$ cat src/rtl/serial_subtractor.sv
// Bit-serial unsigned subtractor, LSB first, one full-adder cell with start/busy/done.
// Define SERIAL_SUBTRACTOR_OVF_EN to add the registered two's-complement overflow output ovf.
module serial_subtractor #(
    parameter int WIDTH = 4
) (
    input  logic             clk,
    input  logic             rst_n,
    input  logic             start,
    input  logic [WIDTH-1:0] a,
    input  logic [WIDTH-1:0] b,
    output logic             busy,
    output logic             done,
    output logic [WIDTH-1:0] diff,
    output logic             borrow_out
`ifdef SERIAL_SUBTRACTOR_OVF_EN
    ,
    output logic             ovf
`endif
);

    localparam int CW = $clog2(WIDTH);

    localparam logic [1:0] S_IDLE = 2'd0;
    localparam logic [1:0] S_RUN  = 2'd1;
    localparam logic [1:0] S_DONE = 2'd2;

    typedef enum logic [1:0] {
        IDLE = S_IDLE,
        RUN  = S_RUN,
        DONE = S_DONE
    } state_t;

    state_t           state_q, state_d;
    logic [WIDTH-1:0] a_q, a_d;
    logic [WIDTH-1:0] b_q, b_d;
    logic [WIDTH-2:0] res_q, res_d;
    logic [CW-1:0]    cnt_q, cnt_d;
    logic             carry_q, carry_d;
    logic             busy_q, busy_d;
    logic             done_q, done_d;
    logic [WIDTH-1:0] diff_q, diff_d;
    logic             borrow_q, borrow_d;
`ifdef SERIAL_SUBTRACTOR_OVF_EN
    logic             ovf_q, ovf_d;
`endif

    logic             a_bit, nb_bit, sum_bit, carry_nx, last;
    logic [WIDTH-1:0] shifted;

    // Full-adder cell computing a + ~b + carry for the current bit
    always_comb begin
        a_bit    = a_q[0];
        nb_bit   = ~b_q[0];
        sum_bit  = a_bit ^ nb_bit ^ carry_q;
        carry_nx = (a_bit & nb_bit) | (carry_q & (a_bit ^ nb_bit));
        shifted  = {sum_bit, res_q};
        last     = (cnt_q == CW'(WIDTH - 1));
    end

    always_comb begin
        state_d  = state_q;
        a_d      = a_q;
        b_d      = b_q;
        res_d    = res_q;
        cnt_d    = cnt_q;
        carry_d  = carry_q;
        busy_d   = busy_q;
        done_d   = done_q;
        diff_d   = diff_q;
        borrow_d = borrow_q;
`ifdef SERIAL_SUBTRACTOR_OVF_EN
        ovf_d    = ovf_q;
`endif
        case (state_q)
            IDLE, DONE: begin
                done_d  = 1'b0;
                state_d = IDLE;
                if (start) begin
                    a_d     = a;
                    b_d     = b;
                    carry_d = 1'b1;
                    cnt_d   = '0;
                    busy_d  = 1'b1;
                    state_d = RUN;
                end
            end
            RUN: begin
                a_d     = {1'b0, a_q[WIDTH-1:1]};
                b_d     = {1'b0, b_q[WIDTH-1:1]};
                res_d   = shifted[WIDTH-1:1];
                carry_d = carry_nx;
                cnt_d   = cnt_q + CW'(1);
                if (last) begin
                    diff_d   = shifted;
                    borrow_d = ~carry_nx;
`ifdef SERIAL_SUBTRACTOR_OVF_EN
                    // carry into the MSB is the incoming carry of the last bit
                    ovf_d    = carry_q ^ carry_nx;
`endif
                    busy_d   = 1'b0;
                    done_d   = 1'b1;
                    state_d  = DONE;
                end
            end
            default: begin
                busy_d  = 1'b0;
                done_d  = 1'b0;
                state_d = IDLE;
            end
        endcase
    end

    always_ff @(posedge clk or negedge rst_n) begin
        if (!rst_n) begin
            state_q  <= IDLE;
            a_q      <= '0;
            b_q      <= '0;
            res_q    <= '0;
            cnt_q    <= '0;
            carry_q  <= 1'b0;
            busy_q   <= 1'b0;
            done_q   <= 1'b0;
            diff_q   <= '0;
            borrow_q <= 1'b0;
`ifdef SERIAL_SUBTRACTOR_OVF_EN
            ovf_q    <= 1'b0;
`endif
        end else begin
            state_q  <= state_d;
            a_q      <= a_d;
            b_q      <= b_d;
            res_q    <= res_d;
            cnt_q    <= cnt_d;
            carry_q  <= carry_d;
            busy_q   <= busy_d;
            done_q   <= done_d;
            diff_q   <= diff_d;
            borrow_q <= borrow_d;
`ifdef SERIAL_SUBTRACTOR_OVF_EN
            ovf_q    <= ovf_d;
`endif
        end
    end

    assign busy       = busy_q;
    assign done       = done_q;
    assign diff       = diff_q;
    assign borrow_out = borrow_q;
`ifdef SERIAL_SUBTRACTOR_OVF_EN
    assign ovf        = ovf_q;
`endif

endmodule

$ cat config.mk
export PLATFORM = sky130hd
export DESIGN_NAME = serial_subtractor
export DESIGN_NICKNAME = d
export VERILOG_FILES = /design/src/rtl/serial_subtractor.sv
export SDC_FILE = /design/constraint.sdc
export NUM_CORES = 1
export LEC_CHECK = 0
export CORE_MARGIN = 1.5
export CORE_UTILIZATION = 35
export CTS_BUF_LIST = sky130_fd_sc_hd__clkbuf_4
export DETAILED_ROUTE_END_ITERATION = 8
export PLACE_DENSITY = 0.67
export SYNTH_ARGS = -nofsm -noshare
export SYNTH_HDL_FRONTEND = slang
export SYNTH_SLANG_ARGS = --single-unit
export TNS_END_PERCENT = 20
$ cat constraint.sdc
create_clock -name clk -period 1.5 [get_ports clk]
set_clock_uncertainty 0.1 [all_clocks]
set_input_delay 0.45 -clock clk [delete_from_list [all_inputs] [get_ports clk]]
set_output_delay 0.45 -clock clk [all_outputs]
set_load 0.01 [all_outputs]
Word-level counts from Yosys, hierarchy flattened

Index checks and enable logic that the tools add are counted.

Add/subtract/negate cells: 1
Eq/ne operators: 5
Multiplexer cells: 15
Bitwise logic cells: 7
Reductions and logical operators: 6

Operator list:

| operator                                                              | number |
|---|---|
| 4-bit one-hot mux with 2 select lines                                 | 2 |
| 4-bit two-way mux                                                     | 2 |
| 2-bit one-hot mux with 2 select lines                                 | 2 |
| 2-bit AND reduction                                                   | 3 |
| 1-bit two-way mux                                                     | 5 |
| 2-bit equality test, second input constant                            | 2 |
| 2-bit two-way mux                                                     | 2 |
| 2-bit != test, second input constant                                  | 2 |
| 1-bit one-hot mux with 2 select lines                                 | 2 |
| 2-bit by 1-bit adder with 2-bit output, second input constant         | 1 |
| 1-bit AND                                                             | 2 |
| 2-bit by 1-bit equality test with 1-bit output, second input constant | 1 |
| 2-bit logical NOT                                                     | 1 |
| 1-bit NOT                                                             | 2 |
| 2-bit nonzero test                                                    | 1 |
| 2-bit OR reduction                                                    | 1 |
| 1-bit XOR                                                             | 2 |
| 1-bit bitwise OR                                                      | 1 |

Flip-flop bits (word level): 23
Input port bits: 11
Output and inout bits: 7
Word-level logic and storage cells: 44

Longest topological paths before layout

Depth after elaboration: 5
Depth in mapped cells: 4
Depth with buffers taken out: 4

Least setup slack after synthesis

No wires, ideal clock.

Kind: reg2reg
From: reg a_q[0]
To: reg diff_q[3], in the netlist diff[3]
Library setup time: 128 ps
Data arrival time: 1,138 ps
Required time: 1,272 ps
Slack: 134 ps
Cell stages (with the launch flop): 3
Buffers on the path: 0
Clock period less this slack: 1,366 ps
Path through: dfrtp_1 > fa_1 > mux2_1

Word-level cells in the longest chain between the ends: 2

RTL lines:

| item                    | line | source |
|---|---|---|
| start, declared         | 34   | `logic [WIDTH-1:0] a_q, a_d;` |
| start signal, assigned  | 116  | `a_q <= '0;` |
| start signal, assigned  | 130  | `a_q <= a_d;` |
| 1-bit XOR (2 in series) | 54   | `sum_bit = a_bit ^ nb_bit ^ carry_q;` |
| via sum_bit             | 47   | `logic a_bit, nb_bit, sum_bit, carry_nx, last;` |
| end signal, assigned    | 137  | `diff_q <= diff_d;` |
| end, declared           | 41   | `logic [WIDTH-1:0] diff_q, diff_d;` |

The timed path passes the listed nets, and every way through them passes these cells.
A chain may end at the register's enable or synchronous reset.

Final worst setup path

Same ends and word-level chain as after synthesis.

==> qor.csv <==
stage;metric;value;unit
run_status;run status;completed;
clocking;Clk pin slew, worst setup/hold paths;0.11;ns
detailed_routing;DRC marker count from the first detailed-route iteration;12;
sta;Hold Vio Cnt, Final;0;
detailed_routing;final routed wirelength across all metal layers;1770;um
sta;Final Worst Setup Slack;0.0708;ns
clocking;TritonCTS buffer count;3;
detailed_routing;wire length on met1;831;um
detailed_routing;total length of routed met3 wires;99;um
grt;GR Util All Layers;11.6;%
critical_path;data required time at the worst endpoint;1.59;ns
logic_synthesis;cell count after synthesis;79;
die;core area;0.00281;mm^2
logic_synthesis;warnings from Yosys;0;
die;Horiz. Die Dim;58.0;um
detailed_routing;vias;668;
job;max capacitance violation total;0;
final_layout;total number of nets in the final design;117;
detailed_routing;post-detailed-route count of antenna-violating nets;0;
sta;unrepaired setup endpoints after global routing;no;
die;Die Footprint;0.00336;mm^2
critical_path;worst-path fanout max;3;
grt;number of antenna violations at the first check in global routing;0;
sta;Final Cycle Share;95.3;%
critical_path;WS Path Type;reg2reg;
die;chip height;58.0;um
die;Top Ports;18;
detailed_routing;drc violations;0;
clocking;later-pin clock latency in the skew report;0.30;ns
place;placer's final routability congestion estimate;0.671;
logic_synthesis;top cell type by total area after synthesis;sky130_fd_sc_hd__dfrtp_1;
logic_synthesis;count of different cell masters after synthesis;22;
logic_synthesis;synthesized area;0.00106;mm^2
grt;pin count of the biggest net entering global routing;23;
sta;number of pins exceeding their max-slew limit in the final report;0;
logic_synthesis;per-instance average area after synthesis;13.4;um^2
logic_synthesis;proportion of netlist area held by the largest area contributor;52.1;%
clocking;worst-case clock buffer depth;2;
final_layout;flip-flop and latch area;551;um^2
final_layout;diode count;0;
die;starting density of the core;37.7;%
sta;tightest slew margin relative to the limit;84.2;%
logic_synthesis;largest cells by area after synthesis;sky130_fd_sc_hd__dfrtp_1, sky130_fd_sc_hd__mux2i_1, sky130_fd_sc_hd__mux2_2;
place;count of port buffers added during placement;17;
grt;GRT overflow;0;
place;detailed placement HPWL;1280;um
power_and_ir_drop;total power consumption of the routed design;0.00239;W
critical_path;crit end category;flop;
final_layout;layout cells sized above 1;23.5;%
final_layout;layout-stage area growth over the synthesis result;22.4;%
detailed_routing;wire length on met2;840;um
min_path;Hold WC Path Type;in2async;
clocking;root buffer cell;sky130_fd_sc_hd__clkbuf_4;
power_and_ir_drop;VDD IR max;0.621;mV
clocking;number of buffers inserted by hold repair at cts;0;
place;Post-Place Worst Slack;-0.132;ns
sta;fmax;700;MHz
grt;via count of the first global-routing pass;668;
grt;wire length of the first global-routing pass;2990;um
power_and_ir_drop;Lkg Pwr;0.624;nW
clocking;clock tree from TritonCTS;done;
clocking;level count of the clock H-tree;1;
sta;worst slew pin tran;0.237;ns
logic_synthesis;Synth Register Bits;22;
critical_path;Worst Path Arrival;1.52;ns
detailed_routing;final routed wire length divided by cell count;13.3;um
detailed_routing;1st-pass router iterations;6;
logic_synthesis;portion of the post-synthesis area used by sequential elements;52.1;%
logic_synthesis;Synthesized Nets;92;
sta;final period demand of the worst path;1.43;ns
critical_path;startpoint types;flop;
detailed_routing;detail-routed via count per cell;5.02;
detailed_routing;top layer in use;met3;
die;Placement Rows;19;
power_and_ir_drop;Pwr Density;1850;mW/mm^2
clocking;Clock Sinks;22;
sta;final setup vio count;0;
final_layout;final-layout fill cell count;275;
final_layout;area occupied by multi-input gates;463;um^2
cell type report:
class / count / share of cell area (%)
sequential: 22 / 42.6
timing repair buffer: 25 / 16.1
inverter: 3 / 0.870
clock buffer: 3 / 1.74
tap: 31 / 3.00
multi-input combinational: 49 / 35.8
sequential cells by signal (all words and copies together) (netlist names):
| name | flops |
|---|---|
| carry_q | 1 |
| state_q | 2 |
| busy | 1 |
| diff | 4 |
| b_q | 4 |
| borrow_out | 1 |
| a_q | 4 |
| res_q | 3 |
| cnt_q | 2 |
critical path, stage by stage (launching register included):
cell	delay (ns)
sky130_fd_sc_hd__dfrtp_1	0.44
sky130_fd_sc_hd__fa_1	0.50
sky130_fd_sc_hd__mux2_1	0.29
final timing paths:
path	start	cells past startpoint	slack [ns]	endpoint
min in group clk	diff[0]	1	0.40	diff[0]
setup / recovery	a_q[0]	2	0.07	diff[3]
hold / removal	rst_n	2	0.39	state_q[1]
max in group asynchronous	rst_n	2	0.77	cnt_q[1]
hold reg to reg	diff[0]	1	0.40	diff[0]
setup reg to reg	a_q[0]	2	0.07	diff[3]
logic make-up after synthesis:
logic type               after synthesis  share of synthesized area [%]
buffers and inverters                  8                           4.14
multiplexers                          31                           30.4
AO/OA/AOI/OAI                          6                           3.79
XOR/XNOR                               1                          0.829
flip-flops                            22                           52.1
adder cells (fa/ha/maj)                2                           3.08
AND/OR/NAND/NOR                        9                           5.68
power by group:
group / switching, W / leakage, nW / internal, W
Clock: 0.000161 / 0.0138 / 0.0000936
Combinational: 0.000466 / 0.340 / 0.000610
Sequential: 0.000195 / 0.271 / 0.000867
Total: 0.000821 / 0.624 / 0.00157
metal layers:
metal,global-route usage [%],vias to the layer above
met2,18.2,24
li1,-,327
met5,0,-
met4,1.99,0
met1,15.9,317
met3,4.02,0
cell usage in the layout, fill, tap and decap left out, types with 2 or more instances in the layout:
cell type,instances
sky130_fd_sc_hd__clkdlybuf4s50_1,10
sky130_fd_sc_hd__mux2_1,4
sky130_fd_sc_hd__nand3_1,2
sky130_fd_sc_hd__nor2_1,3
sky130_fd_sc_hd__dfrtp_1,22
sky130_fd_sc_hd__clkbuf_4,3
sky130_fd_sc_hd__clkbuf_2,7
sky130_fd_sc_hd__mux2_2,5
sky130_fd_sc_hd__mux2i_1,22
sky130_fd_sc_hd__inv_1,3
sky130_fd_sc_hd__buf_4,7
sky130_fd_sc_hd__o21ai_0,2
per-stage QoR:
stage	instances	area (um^2)	hold slack [ns]	utilization (%)	setup TNS, ns
6_report	133	1290	0.388	46.1	0
3_5_place_dp	128	1290	0.386	46.0	-0.948
2_1_floorplan	79	1060	0.0544	-	0
4_1_cts	133	1330	0.377	47.4	0
3_3_place_gp	128	1290	0.370	46.0	-0.659
5_1_grt	133	1290	0.378	46.1	0
repair_timing:
item | CTS | global route
pin swaps | 0 | 0
gates resized for setup | 14 | 7
setup endpoints to repair | 7 | 7
buffers inserted | 2 | 0
synth_stat cells:
cell / instances
sky130_fd_sc_hd__buf_2: 1
sky130_fd_sc_hd__nor2_1: 3
sky130_fd_sc_hd__mux2_2: 5
sky130_fd_sc_hd__a21oi_1: 1
sky130_fd_sc_hd__nor3b_1: 1
sky130_fd_sc_hd__o21ai_0: 2
sky130_fd_sc_hd__a21o_1: 1
sky130_fd_sc_hd__fa_1: 1
sky130_fd_sc_hd__o2bb2ai_1: 1
sky130_fd_sc_hd__mux2i_1: 22
sky130_fd_sc_hd__ha_1: 1
sky130_fd_sc_hd__nand2b_1: 1
sky130_fd_sc_hd__nand3_1: 2
sky130_fd_sc_hd__buf_4: 3
sky130_fd_sc_hd__nor3_1: 1
sky130_fd_sc_hd__dfrtp_1: 22
sky130_fd_sc_hd__xnor2_1: 1
sky130_fd_sc_hd__a22o_1: 1
sky130_fd_sc_hd__nand3b_4: 1
sky130_fd_sc_hd__inv_1: 3
sky130_fd_sc_hd__clkbuf_2: 1
sky130_fd_sc_hd__mux2_1: 4
Note: power is estimated with default switching activity, not from simulation.
